`src/rtl/serial_adder_ctrl.sv`:
```
// rtl/serial_adder_ctrl.sv - bit-serial add controller reusing one full-adder cell (optional SERIAL_ADDER_SUB_EN)
module serial_adder_ctrl #(
    parameter  int WIDTH = 8,
    localparam int CNT_W = $clog2(WIDTH + 1)
) (
    input  logic             clk,
    input  logic             rst_n,
    input  logic             start,
    input  logic [WIDTH-1:0] a,
    input  logic [WIDTH-1:0] b,
    input  logic             cin,
    output logic             ready,
    output logic             busy,
    output logic             done,
    output logic [WIDTH-1:0] sum,
    output logic             cout
`ifdef SERIAL_ADDER_SUB_EN
    ,
    input  logic             sub,
    output logic             ovf
`endif
);

    typedef enum logic [1:0] {
        S_IDLE = 2'd0,
        S_RUN  = 2'd1,
        S_DONE = 2'd2
    } state_t;

    localparam logic [CNT_W-1:0] LAST_BIT = CNT_W'(WIDTH - 1);

    state_t             state_q, state_d;
    logic [CNT_W-1:0]   cnt_q, cnt_d;
    logic               carry_q, carry_d;
    logic [WIDTH-1:0]   a_sh_q, a_sh_d;
    logic [WIDTH-1:0]   b_sh_q, b_sh_d;
    // Holds the WIDTH-1 low result bits; the final bit joins them at completion.
    logic [WIDTH-2:0]   res_sh_q, res_sh_d;
    logic [WIDTH-1:0]   sum_q, sum_d;
    logic               cout_q, cout_d;

    logic               bit_s;
    logic               carry_n;
    logic [WIDTH-1:0]   res_cat;
    logic [WIDTH-1:0]   b_in;
    logic               c_in;

    // The single full-adder cell shared by every bit position.
    assign bit_s   = a_sh_q[0] ^ b_sh_q[0] ^ carry_q;
    assign carry_n = (a_sh_q[0] & b_sh_q[0]) | ((a_sh_q[0] ^ b_sh_q[0]) & carry_q);
    assign res_cat = {bit_s, res_sh_q};

`ifdef SERIAL_ADDER_SUB_EN
    logic ovf_q, ovf_d;

    // Subtraction is a + ~b + 1; cin is ignored in that mode.
    assign b_in = sub ? ~b : b;
    assign c_in = sub ? 1'b1 : cin;
    assign ovf  = ovf_q;
`else
    assign b_in = b;
    assign c_in = cin;
`endif

    // Next-state and datapath update: accept in IDLE/DONE, one bit per RUN cycle.
    always_comb begin
        state_d  = state_q;
        cnt_d    = cnt_q;
        carry_d  = carry_q;
        a_sh_d   = a_sh_q;
        b_sh_d   = b_sh_q;
        res_sh_d = res_sh_q;
        sum_d    = sum_q;
        cout_d   = cout_q;
`ifdef SERIAL_ADDER_SUB_EN
        ovf_d    = ovf_q;
`endif
        case (state_q)
            S_IDLE, S_DONE: begin
                state_d = S_IDLE;
                if (start) begin
                    a_sh_d   = a;
                    b_sh_d   = b_in;
                    carry_d  = c_in;
                    cnt_d    = '0;
                    res_sh_d = '0;
                    state_d  = S_RUN;
                end
            end
            S_RUN: begin
                a_sh_d   = a_sh_q >> 1;
                b_sh_d   = b_sh_q >> 1;
                res_sh_d = res_cat[WIDTH-1:1];
                carry_d  = carry_n;
                cnt_d    = cnt_q + CNT_W'(1);
                if (cnt_q == LAST_BIT) begin
                    sum_d   = res_cat;
                    cout_d  = carry_n;
`ifdef SERIAL_ADDER_SUB_EN
                    // carry_q is the carry into the MSB during the last bit.
                    ovf_d   = carry_q ^ carry_n;
`endif
                    state_d = S_DONE;
                end
            end
            default: state_d = S_IDLE;
        endcase
    end

    // State and datapath registers; reset aborts any operation in flight.
    always_ff @(posedge clk or negedge rst_n) begin
        if (!rst_n) begin
            state_q  <= S_IDLE;
            cnt_q    <= '0;
            carry_q  <= 1'b0;
            a_sh_q   <= '0;
            b_sh_q   <= '0;
            res_sh_q <= '0;
            sum_q    <= '0;
            cout_q   <= 1'b0;
`ifdef SERIAL_ADDER_SUB_EN
            ovf_q    <= 1'b0;
`endif
        end else begin
            state_q  <= state_d;
            cnt_q    <= cnt_d;
            carry_q  <= carry_d;
            a_sh_q   <= a_sh_d;
            b_sh_q   <= b_sh_d;
            res_sh_q <= res_sh_d;
            sum_q    <= sum_d;
            cout_q   <= cout_d;
`ifdef SERIAL_ADDER_SUB_EN
            ovf_q    <= ovf_d;
`endif
        end
    end

    assign ready = (state_q == S_IDLE) || (state_q == S_DONE);
    assign busy  = (state_q == S_RUN);
    assign done  = (state_q == S_DONE);
    assign sum   = sum_q;
    assign cout  = cout_q;

endmodule

```
`config.mk`:
```
export PLATFORM = sky130hd
export DESIGN_NAME = serial_adder_ctrl
export DESIGN_NICKNAME = d
export VERILOG_FILES = /design/src/rtl/serial_adder_ctrl.sv
export SDC_FILE = /design/constraint.sdc
export NUM_CORES = 1
export LEC_CHECK = 0
export CAP_MARGIN = 20
export CORE_UTILIZATION = 54
export DETAILED_ROUTE_END_ITERATION = 10
export HOLD_SLACK_MARGIN = 0.15
export PLACE_DENSITY = 0.91
export SETUP_SLACK_MARGIN = 0.15
export SLEW_MARGIN = 30
export SYNTH_ARGS = -nofsm -noshare
export SYNTH_HDL_FRONTEND = slang
export SYNTH_SLANG_ARGS = --single-unit
export TNS_END_PERCENT = 30
```
`constraint.sdc`:
```
create_clock -name clk -period 2.85 [get_ports clk]
set_input_delay 0.57 -clock clk [delete_from_list [all_inputs] [get_ports clk]]
set_output_delay 0.57 -clock clk [all_outputs]
set_load 0.1 [all_outputs]
```
## Yosys cells after proc, flatten, opt, wreduce, memory -nomap -nowiden

Index checks and enable logic that the tools add are counted.
W data, S select, Z words.

- Bits in writable memories: 0
- Register bits: 39
- Output and inout bits: 12
- ROM bits: 0
- Logic and storage cells: 38
- Memories: 0
- Input bits: 20
- Latch bits: 0

- Order comparisons: 0
- Multiply operators: 0
- Eq/ne operators: 5
- $add $sub $neg: 1
- Shifts and indexed selects: 0
- Bitwise gates (word level): 5
- Reduce and logical (&&, ||, !) cells: 6
- Muxes and demuxes: 13
- Div/mod/pow operators: 0

Operators by type and width:

| cell | number |
|---|---|
| $pmux W8 S2 | 2 |
| $mux W8 | 2 |
| $pmux W7 S2 | 1 |
| $pmux W4 S2 | 1 |
| $mux W7 | 1 |
| $add A4 B1 Y4 const B | 1 |
| $eq A4 B3 Y1 const B | 1 |
| $mux W4 | 1 |
| $pmux W2 S2 | 1 |
| $reduce_and A2 Y1 | 2 |
| $and A1 B1 Y1 | 2 |
| $eq A2 B1 Y1 const B | 1 |
| $eq A2 B2 Y1 const B | 1 |
| $logic_not A2 Y1 | 1 |
| $mux W1 | 2 |
| $mux W2 | 1 |
| $ne A2 B1 Y1 const B | 1 |
| $ne A2 B2 Y1 const B | 1 |
| $pmux W1 S2 | 1 |
| $reduce_bool A2 Y1 | 1 |
| $reduce_or A2 Y1 | 1 |
| $xor A1 B1 Y1 | 2 |
| $logic_or A1 B1 Y1 | 1 |
| $or A1 B1 Y1 | 1 |

## Logic depth before layout (Yosys ltp)

- Depth in word-level cells: 4
- Depth in mapped cells: 5
- Depth with buffers taken out: 4

## Worst setup path before layout

OpenSTA, ideal clock, no wires.

- Path kind: register to output
- From: register state_q[1]
- To: output port busy
- Buffers on the path: 2
- Setup slack: 967 ps
- Data required time: 2280 ps
- Arrival: 1313 ps
- Stages on the path, launching flop included: 4
- Cell sequence: dfrtp_1 nor2b_1 buf_2 buf_2

- Cells in the longest elaborated chain, start to end: 1

RTL lines:

| item | line | source |
|---|---|---|
| start, declared | 32 | `state_t state_q, state_d;` |
| start signal, assigned | 125 | `state_q <= state_d;` |
| $eq A2 B1 Y1 | 140 | `assign busy = (state_q == S_RUN);` |
| end, declared | 13 | `output logic busy,` |

No other way between the ends.

## Worst setup path in the final report

- From: register state_q[0]
- To: output port done

- Cells in the longest elaborated chain, start to end: 1

RTL lines:

| item | line | source |
|---|---|---|
| $eq A2 B2 Y1 | 141 | `assign done = (state_q == S_DONE);` |
| end, declared | 14 | `output logic done,` |

No other way between the ends.

==> flow_summary.ini <==
[run_status]
status = finished clean

[global_routing]
grt_pass1_vias = 1089
grt_start_max_net_pins = 40
antenna_found_initial = 0
grt_first_pass_wirelength_mm = 4.98
grt_use_total_pct = 21.3
grt_overflow = 0

[power]
vdd_ir_drop_max_mv = 1.39
cellLeakagePower_nw = 1.03
powerDensity_mw_per_mm2 = 1330

[sta]
hold_viol = 0
skew_ps = 6.45
maxSlewHeadroom_pct = 44.4
fin_crit_ps = 1860
tightestPinTransition_ps = 834
finalSetupViolCount = 0
finalSetupTns_ps = 0
post-route-period-util_pct = 65.4
fmax_mhz = 537
drv_slew = 0
rsz0062_at_grt = false
fin_ws_ps = 987

[route]
viasPerCell = 5.98
vias = 1077
first_pass_iters = 4
wl_per_cell_um = 16.4
wl_mm = 2.95
drc = 0
antenna_left = 0
drt-initial-drc-count = 29

[floorplanning]
io-pin-count = 32
fp.dieW_um = 56.5
rows = 19
core_mm2 = 0.00278
die_h_um = 56.5
dieArea_mm2 = 0.00319
initial_core_util_pct = 57.6

[synthesis]
avgSynthCellArea_um2 = 14.1
syn_area_mm2 = 0.00160
syn-num-nets = 136
synthDistinctLibCells = 18
synth-seq-area-share_pct = 60.9
postSynthCellCount = 114
synth_warnings = 0
ys_ff_latch = 39

[critical_path]
end_kind = output port
arrival_ps = 1290
required_ps = 2280
crit_type = flop to output port
ff2ff_path_depth = 4
path_max_fanout = 5
startpoint_type = flop

[clocking]
htree_levels = 2
cts.sinks = 39
cts.path.max_buffers = 2
cts_tree = yes
postCtsHoldBufs = 0
path_clk_slew_ps = 120
clock_latency_ps = 360
root_buffer = clkbuf_4
post-cts-setup-buffer-count = 0
cts_buffers = 5
cts-resized-gates = 0

[finish]
nNetsFinal = 170
syn_to_final_growth_pct = 24.1
fillCellCount = 192
diodes = 0
drive_gt1_share_pct = 25.5

[placement]
gp_congestion = 0.688
preCtsSetupSlack_ps = 934
portBuffers = 31
hpwl_mm = 1.99

[hold_path]
min_path_type = input port to asynchronous set/reset pin

[flow_run]
cap_viol_max_count = 0
power by group:
part,internal [mW],switching (mW),total (mW)
registers,0.793,0.160,0.953
clock network,0.184,0.189,0.373
logic,0.485,0.834,1.32
metrics by stage:
stage	total power [mW]	utilization, %	cells	hold slack [ps]	cell area [um2]
final	2.64	71.5	180	295	1990
after global routing	2.79	71.5	180	361	1990
after CTS	2.67	71.5	180	309	1990
after detailed placement	2.29	68.6	172	467	1910
after global placement	2.23	68.6	172	459	1910
after floorplan	1.99	-	114	274	1600
area by class of cell:
cell class	instances	area (um2)	share of cell area [%]
clock buffers	5	37.5	1.89
repair buffers	34	298	15.0
inverters	1	3.75	0.189
well taps	31	38.8	1.95
multi-input cells	67	592	29.7
clock inverters	3	43.8	2.20
flip-flops and latches	39	976	49.1
cell usage after synthesis:
master / count / share of area (%)
inv_2: 1 / 0.23
clkbuf_1: 1 / 0.23
a22o_1: 26 / 14
nor2_2: 1 / 0.39
dfrtp_1: 39 / 61
fa_1: 1 / 1.2
buf_2: 6 / 1.9
a21o_1: 15 / 7.0
nand2b_1: 1 / 0.39
o21ai_0: 1 / 0.31
nor4_4: 1 / 1.3
nand4_1: 1 / 0.39
nor2b_1: 2 / 0.78
ha_1: 1 / 0.78
nand2_1: 3 / 0.70
mux2_2: 10 / 7.0
and2b_1: 2 / 0.94
mux2i_1: 2 / 1.2
cell families (layout without fill, tap and decap cells):
| group | count (synthesis) | in the layout | synth area share [%] |
|---|---|---|---|
| AOI/OAI and AO/OA | 42 | 42 | 21.5 |
| adders and majority gates | 2 | 2 | 2.03 |
| buffers and inverters | 8 | 43 | 2.34 |
| DFF | 39 | 39 | 60.9 |
| muxes | 12 | 12 | 8.27 |
| and+or+nand+nor | 11 | 11 | 4.92 |
path summary, 6_finish.rpt:
check	from	endpoint	slack, ps
worst max-delay path	state_q[0]	done	990
worst min-delay path	rst_n	sum[6]	300
worst max register to register	cnt_q[1]	sum[2]	1120
worst min register to register	b_sh_q[4]	b_sh_q[4]	490
max in group asynchronous	rst_n	b_sh_q[2]	2030
min in group clk	b_sh_q[4]	b_sh_q[4]	490
registers in the layout, indices dropped and copies added, names as in the netlist:
signal / cells
a_sh_q: 8
sum: 8
res_sh_q: 7
state_q: 2
cnt_q: 4
carry_q: 1
cout: 1
b_sh_q: 8
cells in the final DEF, fill, tap and decap left out:
cell type / instances
a21o_1: 15
buf_4: 15
and2b_1: 2
clkinv_4: 1
nor2b_2: 1
nor4_4: 1
mux2_2: 10
nand2b_1: 1
nand4_1: 1
clkbuf_4: 5
nor2b_1: 1
buf_2: 1
bufinv_16: 1
ha_1: 1
nand2_1: 3
clkinv_2: 1
mux2i_1: 2
inv_2: 1
fa_1: 1
a22o_1: 26
dfrtp_1: 39
nor2_2: 1
clkdlybuf4s50_1: 18
o21ai_0: 1
routing by layer:
metal  part of all wire (%)  vias to the layer above  global-route usage [%]
li1                       -                      493                       -
met3                    5.4                        8                    4.84
met2                     50                       33                    31.8
met1                     43                      543                    28.5
met4                    2.1                        0                    12.5
met5                      0                        -                       0
critical path, cell delays in order, from the launching register on:
cell and delay, ps:
dfrtp_1 440, and2b_1 210, buf_4 280
(Power assumes the default switching activity.)
